[config.mk]
export PLATFORM = sky130hd
export DESIGN_NAME = commit_writeback_flat
export DESIGN_NICKNAME = d
export VERILOG_FILES = /design/src/rtl/commit_writeback_pkg.sv /design/src/rtl/commit_writeback_if.sv /design/src/rtl/reg_merge.sv /design/src/rtl/commit_writeback.sv /design/src/flat_wrapper.sv
export SDC_FILE = /design/constraint.sdc
export NUM_CORES = 1
export LEC_CHECK = 0
export CORE_MARGIN = 4
export CORE_UTILIZATION = 40
export DETAILED_ROUTE_END_ITERATION = 7
export PLACE_DENSITY = 0.7
export RECOVER_POWER = 50
export SYNTH_ARGS = -nofsm -noshare
export SYNTH_HDL_FRONTEND = slang
export SYNTH_HIERARCHICAL = 1
export SYNTH_SLANG_ARGS = --single-unit
export TNS_END_PERCENT = 5
[constraint.sdc]
create_clock -name clk -period 2.6 [get_ports clk]
set_clock_uncertainty 0.2 [all_clocks]
set_input_delay 0.39 -clock clk [delete_from_list [all_inputs] [get_ports clk]]
set_output_delay 0.39 -clock clk [all_outputs]
set_load 0.03 [all_outputs]
[src/rtl/commit_writeback_pkg.sv]
// Shared types for commit_writeback: destination kinds, FSM states, GPR indices and
// the latched commit request record.
package commit_writeback_pkg;

  typedef enum logic [1:0] {
    OPND_DEST_NONE     = 2'b00,
    OPND_DEST_REG_1HOT = 2'b01,
    OPND_DEST_MEM_1HOT = 2'b10,
    OPND_DEST_INVALID  = 2'b11
  } opnd_dest_e;

  typedef enum logic [1:0] {
    CWB_IDLE = 2'd0,
    CWB_WB0  = 2'd1,
    CWB_WB1  = 2'd2,
    CWB_FIN  = 2'd3
  } cwb_state_e;

  localparam logic [2:0] REG_EAX = 3'd0;
  localparam logic [2:0] REG_ECX = 3'd1;
  localparam logic [2:0] REG_EDX = 3'd2;
  localparam logic [2:0] REG_EBX = 3'd3;
  localparam logic [2:0] REG_ESP = 3'd4;
  localparam logic [2:0] REG_EBP = 3'd5;
  localparam logic [2:0] REG_ESI = 3'd6;
  localparam logic [2:0] REG_EDI = 3'd7;

  typedef struct packed {
    opnd_dest_e  kind;
    logic [2:0]  sel;
    logic [31:0] addr;
    logic [31:0] result;
  } dest_t;

  typedef struct packed {
    logic        is_write;
    logic [31:0] address;
    logic [31:0] data;
  } hint_t;

  typedef struct packed {
    dest_t       dest0;
    dest_t       dest1;
    logic        reg_1byte;
    logic        opnd16;
    logic [31:0] next_eip;
    hint_t       hint_pri;
    hint_t       hint_sec;
  } commit_req_t;

  // 8-bit size takes precedence over the 16-bit prefix.
  function automatic logic [31:0] width_mask(input logic reg_1byte, input logic opnd16);
    if (reg_1byte)   return 32'h0000_00FF;
    else if (opnd16) return 32'h0000_FFFF;
    else             return 32'hFFFF_FFFF;
  endfunction

  function automatic logic hint_ok(input hint_t h, input logic [31:0] addr,
                                   input logic [31:0] data, input logic [31:0] mask);
    return h.is_write && (h.address == addr) && ((h.data & mask) == (data & mask));
  endfunction

endpackage

[src/rtl/commit_writeback_if.sv]
// Commit request bus from execute into commit_writeback: destinations, results,
// operand size, next EIP and the two prover write hints.
interface commit_writeback_if;
  logic        in_valid;
  logic        in_ready;
  logic [1:0]  dest0_kind;
  logic [1:0]  dest1_kind;
  logic [31:0] dest0_sel;
  logic [31:0] dest1_sel;
  logic [31:0] dest0_addr;
  logic [31:0] dest1_addr;
  logic [31:0] result0;
  logic [31:0] result1;
  logic        reg_1byte;
  logic        prefix_operand_16bit;
  logic [31:0] next_eip;
  logic        hint1_is_write;
  logic [31:0] hint1_address;
  logic [31:0] hint1_data;
  logic        hint2_is_write;
  logic [31:0] hint2_address;
  logic [31:0] hint2_data;

  modport master (
    output in_valid, dest0_kind, dest1_kind, dest0_sel, dest1_sel, dest0_addr, dest1_addr,
           result0, result1, reg_1byte, prefix_operand_16bit, next_eip,
           hint1_is_write, hint1_address, hint1_data,
           hint2_is_write, hint2_address, hint2_data,
    input  in_ready
  );

  modport slave (
    input  in_valid, dest0_kind, dest1_kind, dest0_sel, dest1_sel, dest0_addr, dest1_addr,
           result0, result1, reg_1byte, prefix_operand_16bit, next_eip,
           hint1_is_write, hint1_address, hint1_data,
           hint2_is_write, hint2_address, hint2_data,
    output in_ready
  );
endinterface

[src/rtl/reg_merge.sv]
// Merges a write result into an old GPR value according to operand size
// (32-bit, 16-bit, low byte or high byte AH..BH).
module reg_merge (
  input  logic [31:0] old_val,
  input  logic [31:0] new_val,
  input  logic [2:0]  sel,
  input  logic        reg_1byte,
  input  logic        opnd16,
  output logic [31:0] merged
);

  logic unused_sel_lo;
  assign unused_sel_lo = ^sel[1:0];

  always_comb begin
    merged = new_val;
    if (reg_1byte) begin
      // sel 4..7 in byte mode addresses AH/CH/DH/BH, i.e. bits [15:8] of the caller's row.
      if (sel[2]) merged = {old_val[31:16], new_val[7:0], old_val[7:0]};
      else        merged = {old_val[31:8], new_val[7:0]};
    end else if (opnd16) begin
      merged = {old_val[31:16], new_val[15:0]};
    end
  end

endmodule

[src/rtl/commit_writeback.sv]
// Retires one executed instruction: writes register destinations into the GPR file,
// checks memory destinations against prover write hints, then advances EIP and pulses done.
module commit_writeback
  import commit_writeback_pkg::*;
#(
  parameter logic [31:0] RESET_EIP            = 32'h0,
  parameter bit          FAULT_ON_UNUSED_HINT = 1'b1
) (
  input  logic               clk,
  input  logic               rst,
  commit_writeback_if.slave  cmt,
  output logic [31:0]        eax,
  output logic [31:0]        ecx,
  output logic [31:0]        edx,
  output logic [31:0]        ebx,
  output logic [31:0]        esp,
  output logic [31:0]        ebp,
  output logic [31:0]        esi,
  output logic [31:0]        edi,
  output logic [31:0]        eip,
  output logic               done,
  output logic               fault
);

  cwb_state_e  state_q, state_d;
  commit_req_t req_q, req_d;
  commit_req_t new_req;
  logic [31:0] gpr_q [8];
  logic [31:0] gpr_d [8];
  logic [31:0] eip_q, eip_d;
  logic        fault_q, fault_d;
  logic        dest0_mem_q, dest0_mem_d;
  logic        pri_hint_used_q, pri_hint_used_d;
  logic        sec_hint_used_q, sec_hint_used_d;

  dest_t       cur;
  hint_t       cur_hint;
  logic        use_sec;
  logic [2:0]  wr_idx;
  logic [31:0] mask;
  logic [31:0] merged;

  logic unused_sel_hi;
  assign unused_sel_hi = ^{cmt.dest0_sel[31:3], cmt.dest1_sel[31:3]};

  always_comb begin
    new_req                   = '0;
    new_req.dest0.kind        = opnd_dest_e'(cmt.dest0_kind);
    new_req.dest0.sel         = cmt.dest0_sel[2:0];
    new_req.dest0.addr        = cmt.dest0_addr;
    new_req.dest0.result      = cmt.result0;
    new_req.dest1.kind        = opnd_dest_e'(cmt.dest1_kind);
    new_req.dest1.sel         = cmt.dest1_sel[2:0];
    new_req.dest1.addr        = cmt.dest1_addr;
    new_req.dest1.result      = cmt.result1;
    new_req.reg_1byte         = cmt.reg_1byte;
    new_req.opnd16            = cmt.prefix_operand_16bit;
    new_req.next_eip          = cmt.next_eip;
    new_req.hint_pri.is_write = cmt.hint1_is_write;
    new_req.hint_pri.address  = cmt.hint1_address;
    new_req.hint_pri.data     = cmt.hint1_data;
    new_req.hint_sec.is_write = cmt.hint2_is_write;
    new_req.hint_sec.address  = cmt.hint2_address;
    new_req.hint_sec.data     = cmt.hint2_data;
  end

  // One merge/check datapath shared by WB0 and WB1 via the latched destination mux.
  always_comb begin
    cur      = (state_q == CWB_WB1) ? req_q.dest1 : req_q.dest0;
    use_sec  = (state_q == CWB_WB1) && dest0_mem_q;
    cur_hint = use_sec ? req_q.hint_sec : req_q.hint_pri;
    mask     = width_mask(req_q.reg_1byte, req_q.opnd16);
    wr_idx   = (req_q.reg_1byte && cur.sel[2]) ? {1'b0, cur.sel[1:0]} : cur.sel;
  end

  reg_merge u_reg_merge (
    .old_val   (gpr_q[wr_idx]),
    .new_val   (cur.result),
    .sel       (cur.sel),
    .reg_1byte (req_q.reg_1byte),
    .opnd16    (req_q.opnd16),
    .merged    (merged)
  );

  always_comb begin
    state_d         = state_q;
    req_d           = req_q;
    gpr_d           = gpr_q;
    eip_d           = eip_q;
    fault_d         = fault_q;
    dest0_mem_d     = dest0_mem_q;
    pri_hint_used_d = pri_hint_used_q;
    sec_hint_used_d = sec_hint_used_q;
    case (state_q)
      CWB_IDLE: begin
        if (cmt.in_valid) begin
          req_d           = new_req;
          dest0_mem_d     = 1'b0;
          pri_hint_used_d = 1'b0;
          sec_hint_used_d = 1'b0;
          state_d         = CWB_WB0;
        end
      end
      CWB_WB0, CWB_WB1: begin
        case (cur.kind)
          OPND_DEST_REG_1HOT: begin
            if (!fault_q) gpr_d[wr_idx] = merged;
          end
          OPND_DEST_MEM_1HOT: begin
            if (!hint_ok(cur_hint, cur.addr, cur.result, mask)) fault_d = 1'b1;
            if (use_sec) sec_hint_used_d = 1'b1;
            else         pri_hint_used_d = 1'b1;
            if (state_q == CWB_WB0) dest0_mem_d = 1'b1;
          end
          OPND_DEST_INVALID: fault_d = 1'b1;
          default: ;
        endcase
        state_d = (state_q == CWB_WB0) ? CWB_WB1 : CWB_FIN;
      end
      CWB_FIN: begin
        if (FAULT_ON_UNUSED_HINT &&
            ((req_q.hint_pri.is_write && !pri_hint_used_q) ||
             (req_q.hint_sec.is_write && !sec_hint_used_q)))
          fault_d = 1'b1;
        // An unused-hint fault detected here also blocks this commit's EIP update.
        if (!fault_d) eip_d = req_q.next_eip;
        state_d = CWB_IDLE;
      end
      default: state_d = CWB_IDLE;
    endcase
  end

  always_ff @(posedge clk) begin
    if (rst) begin
      state_q         <= CWB_IDLE;
      req_q           <= '0;
      for (int unsigned i = 0; i < 8; i++) gpr_q[i] <= '0;
      eip_q           <= RESET_EIP;
      fault_q         <= 1'b0;
      dest0_mem_q     <= 1'b0;
      pri_hint_used_q <= 1'b0;
      sec_hint_used_q <= 1'b0;
    end else begin
      state_q         <= state_d;
      req_q           <= req_d;
      gpr_q           <= gpr_d;
      eip_q           <= eip_d;
      fault_q         <= fault_d;
      dest0_mem_q     <= dest0_mem_d;
      pri_hint_used_q <= pri_hint_used_d;
      sec_hint_used_q <= sec_hint_used_d;
    end
  end

  assign cmt.in_ready = (state_q == CWB_IDLE);
  assign done         = (state_q == CWB_FIN);
  assign fault        = fault_q;
  assign eip          = eip_q;
  assign eax          = gpr_q[REG_EAX];
  assign ecx          = gpr_q[REG_ECX];
  assign edx          = gpr_q[REG_EDX];
  assign ebx          = gpr_q[REG_EBX];
  assign esp          = gpr_q[REG_ESP];
  assign ebp          = gpr_q[REG_EBP];
  assign esi          = gpr_q[REG_ESI];
  assign edi          = gpr_q[REG_EDI];

endmodule
[src/flat_wrapper.sv]
// flat-port wrapper written by rule: the top's interface ports become plain ports
module commit_writeback_flat import commit_writeback_pkg::*;
#(
  parameter logic [31:0] RESET_EIP            = 32'h0,
  parameter bit          FAULT_ON_UNUSED_HINT = 1'b1
)
  (clk, rst, eax, ecx, edx, ebx, esp, ebp, esi, edi, eip, done, fault, cmt_in_valid, cmt_dest0_kind, cmt_dest1_kind, cmt_dest0_sel, cmt_dest1_sel, cmt_dest0_addr, cmt_dest1_addr, cmt_result0, cmt_result1, cmt_reg_1byte, cmt_prefix_operand_16bit, cmt_next_eip, cmt_hint1_is_write, cmt_hint1_address, cmt_hint1_data, cmt_hint2_is_write, cmt_hint2_address, cmt_hint2_data, cmt_in_ready);
  commit_writeback_if cmt_i ();
  input  logic clk;
  input  logic rst;
  output logic [31:0] eax;
  output logic [31:0] ecx;
  output logic [31:0] edx;
  output logic [31:0] ebx;
  output logic [31:0] esp;
  output logic [31:0] ebp;
  output logic [31:0] esi;
  output logic [31:0] edi;
  output logic [31:0] eip;
  output logic done;
  output logic fault;
  input wire logic [$bits(cmt_i.in_valid)-1:0] cmt_in_valid;
  input wire logic [$bits(cmt_i.dest0_kind)-1:0] cmt_dest0_kind;
  input wire logic [$bits(cmt_i.dest1_kind)-1:0] cmt_dest1_kind;
  input wire logic [$bits(cmt_i.dest0_sel)-1:0] cmt_dest0_sel;
  input wire logic [$bits(cmt_i.dest1_sel)-1:0] cmt_dest1_sel;
  input wire logic [$bits(cmt_i.dest0_addr)-1:0] cmt_dest0_addr;
  input wire logic [$bits(cmt_i.dest1_addr)-1:0] cmt_dest1_addr;
  input wire logic [$bits(cmt_i.result0)-1:0] cmt_result0;
  input wire logic [$bits(cmt_i.result1)-1:0] cmt_result1;
  input wire logic [$bits(cmt_i.reg_1byte)-1:0] cmt_reg_1byte;
  input wire logic [$bits(cmt_i.prefix_operand_16bit)-1:0] cmt_prefix_operand_16bit;
  input wire logic [$bits(cmt_i.next_eip)-1:0] cmt_next_eip;
  input wire logic [$bits(cmt_i.hint1_is_write)-1:0] cmt_hint1_is_write;
  input wire logic [$bits(cmt_i.hint1_address)-1:0] cmt_hint1_address;
  input wire logic [$bits(cmt_i.hint1_data)-1:0] cmt_hint1_data;
  input wire logic [$bits(cmt_i.hint2_is_write)-1:0] cmt_hint2_is_write;
  input wire logic [$bits(cmt_i.hint2_address)-1:0] cmt_hint2_address;
  input wire logic [$bits(cmt_i.hint2_data)-1:0] cmt_hint2_data;
  output wire logic [$bits(cmt_i.in_ready)-1:0] cmt_in_ready;
  assign cmt_i.in_valid = cmt_in_valid;
  assign cmt_i.dest0_kind = cmt_dest0_kind;
  assign cmt_i.dest1_kind = cmt_dest1_kind;
  assign cmt_i.dest0_sel = cmt_dest0_sel;
  assign cmt_i.dest1_sel = cmt_dest1_sel;
  assign cmt_i.dest0_addr = cmt_dest0_addr;
  assign cmt_i.dest1_addr = cmt_dest1_addr;
  assign cmt_i.result0 = cmt_result0;
  assign cmt_i.result1 = cmt_result1;
  assign cmt_i.reg_1byte = cmt_reg_1byte;
  assign cmt_i.prefix_operand_16bit = cmt_prefix_operand_16bit;
  assign cmt_i.next_eip = cmt_next_eip;
  assign cmt_i.hint1_is_write = cmt_hint1_is_write;
  assign cmt_i.hint1_address = cmt_hint1_address;
  assign cmt_i.hint1_data = cmt_hint1_data;
  assign cmt_i.hint2_is_write = cmt_hint2_is_write;
  assign cmt_i.hint2_address = cmt_hint2_address;
  assign cmt_i.hint2_data = cmt_hint2_data;
  assign cmt_in_ready = cmt_i.in_ready;
  commit_writeback #(.RESET_EIP(RESET_EIP), .FAULT_ON_UNUSED_HINT(FAULT_ON_UNUSED_HINT)) u_core (.clk(clk), .rst(rst), .cmt(cmt_i), .eax(eax), .ecx(ecx), .edx(edx), .ebx(ebx), .esp(esp), .ebp(ebp), .esi(esi), .edi(edi), .eip(eip), .done(done), .fault(fault));
endmodule
# --- After elaboration in Yosys (flattened, before gate mapping) ---
# Index checks and enable logic that the tools add are counted.
classes:
  shift: 0
  n_bitwise: 5
  multipliers: 0
  eq_ne: 15
  n_mux: 32
  n_addsub: 0
  n_reduce_logical: 21
  n_lt_le_gt_ge: 2
  div_mod_pow: 0
op_table:
  columns: ["cell", "n"]
  rows:
  - ["$bwmux W256", 1]
  - ["$mux W32", 7]
  - ["$bmux W32 S3", 1]
  - ["$demux W32 S3", 1]
  - ["$mux W69", 1]
  - ["$mux W65", 1]
  - ["$and A32 B32 Y32", 2]
  - ["$eq A32 B32 Y1", 2]
  - ["$mux W16", 1]
  - ["$reduce_and A4 Y1", 3]
  - ["$mux W1", 11]
  - ["$pmux W1 S2", 5]
  - ["$eq A2 B2 Y1 const B", 4]
  - ["$logic_and A1 B1 Y1", 7]
  - ["$ne A2 B1 Y1 const B", 3]
  - ["$pmux W2 S3", 1]
  - ["$reduce_and A3 Y1", 2]
  - ["$eq A2 B1 Y1 const B", 2]
  - ["$ge A4 B4 Y1 const B", 1]
  - ["$lt A4 B1 Y1 const B", 1]
  - ["$ne A2 B2 Y1 const B", 2]
  - ["$not A3 Y4", 1]
  - ["$reduce_and A2 Y1", 2]
  - ["$reduce_bool A2 Y1", 2]
  - ["9 further kinds", 11]
totals:
  regBits: 596
  mem_count: 0
  mem_bits_ro: 0
  inputBits: 363
  out_inout_bits: 291
  wordCells: 106
  latch_bits: 0
  ramBits: 0

# --- Logic depth before layout (Yosys ltp) ---
depth:
  depth_word: 11
  mapped_depth: 15

# --- Cells and area by module ---
# Netlist, hierarchy kept.
modules_own_cells:
  columns: ["module", "area_each_um2", "cells_per_inst", "instances"]
  rows:
  - ["commit_writeback", 24564.8, 3147, 1]
  - ["reg_merge", 531.8, 54, 1]

# --- Worst setup path after synthesis ---
# No wires, ideal clock.
synth_timing:
  path_kind: "reg-to-reg"
  start: "reg u_core.state_q[0]"
  end: "reg u_core.gpr_q (netlist bit u_core/eax[15])"
  slack_ns: -0.114
  setup_ns: 0.070
  required_time_ns: 2.330
  arrival_time_ns: 2.444
  stages_incl_launch_ff: 16
  n_path_buf: 4
  path_cell_list: "dfxtp_1 > inv_1 > ha_1 > buf_4 > mux2i_1 > or2_1 > buf_2 > nor2_4 > buf_1 > a22oi_1 > nand4_1 > mux2i_1 > a21oi_1 > buf_2 > nand2_1 > a21oi_1"
synth_between:
  elab_chain_cells: 11
  word_cells_on_any_way: 21
  classes_between: "order compare (2); eq/ne (3); mux (11); bitwise (1); reduce/logical (4)"
synth_rtl:
  columns: ["element", "line", "rtl"]
  rows:
  - ["from (decl)", "commit_writeback.sv:25", "cwb_state_e state_q, state_d;"]
  - ["from (signal assigned)", "commit_writeback.sv:144", "state_q <= state_d;"]
  - ["$eq A2 B2 Y1 *", "commit_writeback.sv:69", "cur = (state_q == CWB_WB1) ? req_q.dest1 : req_q.dest0;"]
  - ["$mux W69 *", "commit_writeback.sv:69", null]
  - ["$logic_and A1 B1 Y1", "commit_writeback.sv:73", "wr_idx = (req_q.reg_1byte && cur.sel[2]) ? {1'b0, cur.sel[1:0]} : cur.sel;"]
  - ["$mux W3", "commit_writeback.sv:73", null]
  - ["$not A3 Y4 (not written as such)", "commit_writeback.sv:77", ".old_val (gpr_q[wr_idx]),"]
  - ["$bmux W32 S3", "commit_writeback.sv:77", null]
  - ["$mux W32 (not written as such) (2 in a row)", "commit_writeback.sv:77", null]
  - ["$mux W16", "reg_merge.sv:19", "if (sel[2]) merged = {old_val[31:16], new_val[7:0], old_val[7:0]};"]
  - ["$mux W32 *", "reg_merge.sv:17", "if (reg_1byte) begin"]
  - ["via u_core.merged[15]", "commit_writeback.sv:41", "logic [31:0] merged;"]
  - ["$bwmux W256 *", "commit_writeback.sv:107", "if (!fault_q) gpr_d[wr_idx] = merged;"]
  - ["to (signal assigned)", "commit_writeback.sv:146", "gpr_q <= gpr_d;"]
  - ["to (decl)", "commit_writeback.sv:28", "logic [31:0] gpr_q [8];"]
# The timed path passes the listed nets; every way through them passes the cells marked *. The select of a mux whose other input is x is not followed.
# A chain may end at the register's enable or synchronous reset.

# --- Worst setup path after layout ---
layout_timing:
  start: "reg u_core.state_q[0]"
  end: "reg u_core.gpr_q (netlist bit u_core/edi[30])"
layout_between:
  elab_chain_cells: 11
  word_cells_on_any_way: 20
  classes_between: "order compare (2); eq/ne (3); mux (10); bitwise (1); reduce/logical (4)"
layout_rtl:
  columns: ["element", "line", "rtl"]
  rows:
  - ["$eq A2 B2 Y1 *", "commit_writeback.sv:69", null]
  - ["$mux W69 *", "commit_writeback.sv:69", null]
  - ["$logic_and A1 B1 Y1", "commit_writeback.sv:73", null]
  - ["$mux W3", "commit_writeback.sv:73", null]
  - ["$not A3 Y4 (not written as such)", "commit_writeback.sv:77", null]
  - ["$bmux W32 S3", "commit_writeback.sv:77", null]
  - ["$mux W32 (not written as such) (2 in a row)", "commit_writeback.sv:77", null]
  - ["$mux W32", "reg_merge.sv:21", "end else if (opnd16) begin"]
  - ["$mux W32 *", "reg_merge.sv:17", null]
  - ["via u_core.merged[30]", "commit_writeback.sv:41", null]
  - ["$bwmux W256 *", "commit_writeback.sv:107", null]
# Marked as above.

==> impl_summary.txt <==
----------------------------------------------------
[Synth]
  Synth Instances ... 3201
  Dominant cells by area after synthesis ... dfxtp_1, nand2_1, a21oi_1
  Post-synth EDFFs ... 0
  Commonest register cell after synthesis ... dfxtp_1
  Area share of the largest cell type after synthesis ... 47.5%
  Post-synthesis instance area ... 0.0251 sq mm
  Distinct cells, synth ... 39
  Cell type with the largest total area after synthesis ... dfxtp_1
  Number of nets produced by synthesis ... 3568
  Post-synthesis average cell area ... 7.84 sq um
  Sequential element share of the synthesized area ... 47.5%
  Synth async-reset ratio ... 0%
  Register bit total from synthesis ... 596
  Total number of yosys warnings ... 6

[Critical path]
  Worst EP required ... 2.86 ns
  Buffering stage count on the worst path with inverters included ... 6
  Worst path max stage delay ... 0.34 ns
  Nature of the critical path startpoint ... flip-flop
  Crit path max-delay cell type ... mux2_4
  Arrival time at the worst endpoint ... 3.05 ns
  Worst flop-to-flop path endpoint ... u_core/edi[30]
  Crit. End Element ... flip-flop
  Worst-path cell chain ... inv_2 > ha_4 > mux2i_4 > buf_6 > or2_4 > buf_6 > nor2_4 > buf_12 > buf_12 > buf_12 > a22oi_1 > nand4_1 > mux2_4 > nand2_1 > a21oi_1
  Start of the worst register-to-register path ... u_core/state_q[0]
  Biggest fanout along the worst timing path ... 8
  Critical Setup Path Class ... reg2reg
  Worst path depth ... 15
  FF-to-FF path depth ... 15
  Most numerous cell on the critical path ... buf_12
  R2R Setup Slk ... -0.19 ns
  Cell family with most CP delay ... buffers and inverters

[Power]
  Peak VDD IR ... 0.560 mV
  Leakage power ... 12.4 nW
  Power per Cell Area ... 787 mW/mm^2

[Routing]
  Remaining number of nets flagged by the antenna check after routing ... 0
  Drt first pass iters ... 6
  Routed vias ... 25600
  Post-detailed-route via-to-cell ratio ... 5.51
  Routed length per instance ... 22.8 um
  Total wirelength of the detailed-routed design ... 106000 um
  Number of DRC violations after detailed-routing iteration 0 ... 2758
  Drt drc ... 0

[Place]
  Placed wire-length estimate after detailed placement ... 74900 um
  Port Buf Inserts ... 595
  Worst setup slack after placement ... -0.380 ns
  GPL Wtd Cong ... 0.898

[GRT]
  Pin count of the biggest net entering global routing ... 89
  Initial antenna violation count ... 19
  Wire length of the first global-routing pass ... 153000 um
  Overall fraction of global-route tracks in use ... 29.8%
  Vias in the first global route ... 24300
  Overflow left after global routing ... 0

[Die]
  Die outline height ... 258 um
  I/O pins ... 654
  Std cell rows ... 91
  Initial Utilization ... 40.5%
  Horizontal extent of the die ... 258 um
  Core Footprint ... 0.0619 sq mm
  Die Footprint ... 0.0668 sq mm

[Clock tree]
  Number of clock sinks seen by CTS ... 596
  Clock slew at reported path FFs ... 0.06 ns
  CTS Root Cell ... clkbuf_16
  Number of buffers on the longest clock path ... 3
  Worst-Skew Late Latency ... 0.61 ns
  TritonCTS clock tree ... done
  Number of H-tree branching levels ... 3
  Total clock buffers created by CTS ... 67

[Timing]
  Number of endpoints failing setup at the final stage ... 257
  Clock period minus final worst setup slack ... 2.79 ns
  Final number of max-transition violations ... 0
  Final clock period utilization by the worst path ... 107%
  Worst slew slack as a fraction of its limit ... 47.8%
  Minimum setup slack in the final design ... -0.188 ns
  Worst Hold Margin ... 0.128 ns
  Highest clock frequency the design can meet ... 359 MHz
  Final hold violation count ... 0
  Worst-Margin Slew ... 0.783 ns
  RSZ-0062 raised after global routing ... yes

[Cells and area]
  Multi-input gate area in the final layout ... 0.0125 sq mm
  NumNets Final ... 4127
  Filler Cells Inserted ... 5634
  Ratio of cells with drive above 1 in the final layout ... 12.1%
  Register cell area after layout ... 0.0119 sq mm
  Area delta synth->final ... 43.0%

[Outcome]
  Result of the run ... finished with violations
  Violations in the final reports ... setup timing

[Hold path]
  Number of cells on the worst hold path ... 3
  End of the worst hold path ... u_core/req_q[40]
  Critical hold path startpoint ... cmt_hint2_address[8]
  Worst Hold Class ... in2reg

[Flow run]
  Max-Cap Viols ... 0

----------------------------------------------------
[where the power goes]
part / switching [mW] / internal, mW
Clock: 3.96 / 5.75
Combinational: 4.60 / 3.24
Sequential: 0.717 / 9.99
[worst max path at each step]
stage,from,to,slack (ns)
2_1_floorplan,u_core/state_q[0],u_core/eax[10],-0.02
3_3_place_gp,u_core/state_q[0],u_core/ecx[13],-0.35
3_5_place_dp,u_core/state_q[0],u_core/edx[13],-0.38
4_1_cts,u_core/state_q[0],u_core/esp[15],-0.19
5_1_grt,u_core/state_q[0],u_core/eax[8],-0.33
6_report,u_core/state_q[0],u_core/edi[30],-0.19
[cell usage in the layout (no fill, tap or decap), types with 10 or more instances in the layout]
cell type        count
clkbuf_16           70
nand2_1           1182
clkdlybuf4s50_1    592
a21oi_1            573
a21oi_2             33
mux2_4              24
dfxtp_1            593
diode_2             10
mux2i_1             80
xor2_1              49
buf_4               77
buf_12              57
xnor2_1             74
buf_6               16
nor4_1              14
a22oi_1             69
nand4_1             53
clkbuf_1            16
nor2_1              13
mux2_2              32
nand2_2             10
clkbuf_8            14
a22oi_2             59
[flip-flops by register name, summed over array words and instances, names as in the netlist]
| register | flops |
|---|---|
| u_core/edi | 32 |
| u_core/eax | 32 |
| u_core/eip | 32 |
| u_core/sec_hint_used_q | 1 |
| u_core/ecx | 32 |
| u_core/fault | 1 |
| u_core/state_q | 2 |
| u_core/ebx | 32 |
| u_core/dest0_mem_q | 1 |
| u_core/ebp | 32 |
| u_core/req_q | 302 |
| u_core/esp | 32 |
| u_core/edx | 32 |
| u_core/esi | 32 |
| u_core/pri_hint_used_q | 1 |
[worst min-delay path, delay by kind of cell]
kind / cells / cell delay [ns]
AOI/OAI and AO/OA: 1 / 0.05
buffers and inverters: 1 / 0.39
and+or+nand+nor: 1 / 0.05
[timing repair]
item,in CTS,in global routing
hold buffers,1,0
endpoints found under the setup margin,259,258
buffers inserted,6,17
cloned,2,0
gates resized for setup,78,102
pin swaps,24,55
endpoints found under the hold margin,34,0
[through the flow]
stage	instance area [sq um]	cells	TNS [ns]	util, %	total power [mW]
3_5_place_dp	32700	4503	-79.48	52.8	18.3
4_1_cts	35300	4630	-23.25	57.1	28.1
3_3_place_gp	32700	4503	-69.19	52.8	18.2
2_1_floorplan	25100	3201	-1.32	-	15.2
6_report	35900	4656	-24.87	57.9	28.3
5_1_grt	35900	4652	-53.04	57.9	29.3
[logic make-up (layout without fill, tap and decap cells)]
kind of cell / count (synthesis) / in the layout / share of synthesized area, %
muxes: 139 / 139 / 5.97
xor gates and xnor gates: 123 / 123 / 4.29
buffers and inverters: 280 / 888 / 5.00
other: 0 / 10 / 0
AOI/OAI and AO/OA: 744 / 744 / 16.2
adders and majority gates: 4 / 4 / 0.199
DFF: 596 / 596 / 47.5
and+or+nand+nor: 1315 / 1315 / 20.8
[Yosys cell counts (2+ instances only)]
master     number
nor2_2          2
nand2b_1        3
clkbuf_1      180
buf_4          23
o21ai_0         3
nor2_1         16
nor4_1         14
dfxtp_1       596
and2_1          9
nand3_1         4
ha_1            4
a21oi_1       606
buf_2          51
a2111oi_0       2
a31oi_1         3
inv_1           7
nor3_1          6
a22oi_1       128
nand4_1        53
nand2_2         2
mux2_2         46
buf_1          12
mux2i_1        83
xor2_1         49
nor2_4          4
nand2_1      1196
buf_6           5
mux2_4         10
xnor2_1        74
[layout make-up]
class                           instances  share of cell area (%)
Sequential cell                       596                    33.3
Antenna cell                           10                  0.0697
Clock inverter                         20                   0.690
Tap cell                              837                    2.92
Multi-Input combinational cell       2325                    35.0
Inverter                                8                  0.0907
Timing Repair Buffer                  762                    22.4
Clock buffer                           98                    5.57
[routing by layer]
layer	vias to the layer above	GRT usage (%)	wire length (um)
li1	11800	-	-
met1	12100	37.6	41300
met2	1445	49.6	49900
met3	294	8.07	10900
met4	20	10.1	4030
met5	-	0	151
No activity file was read; power rests on OpenSTA's default activity.
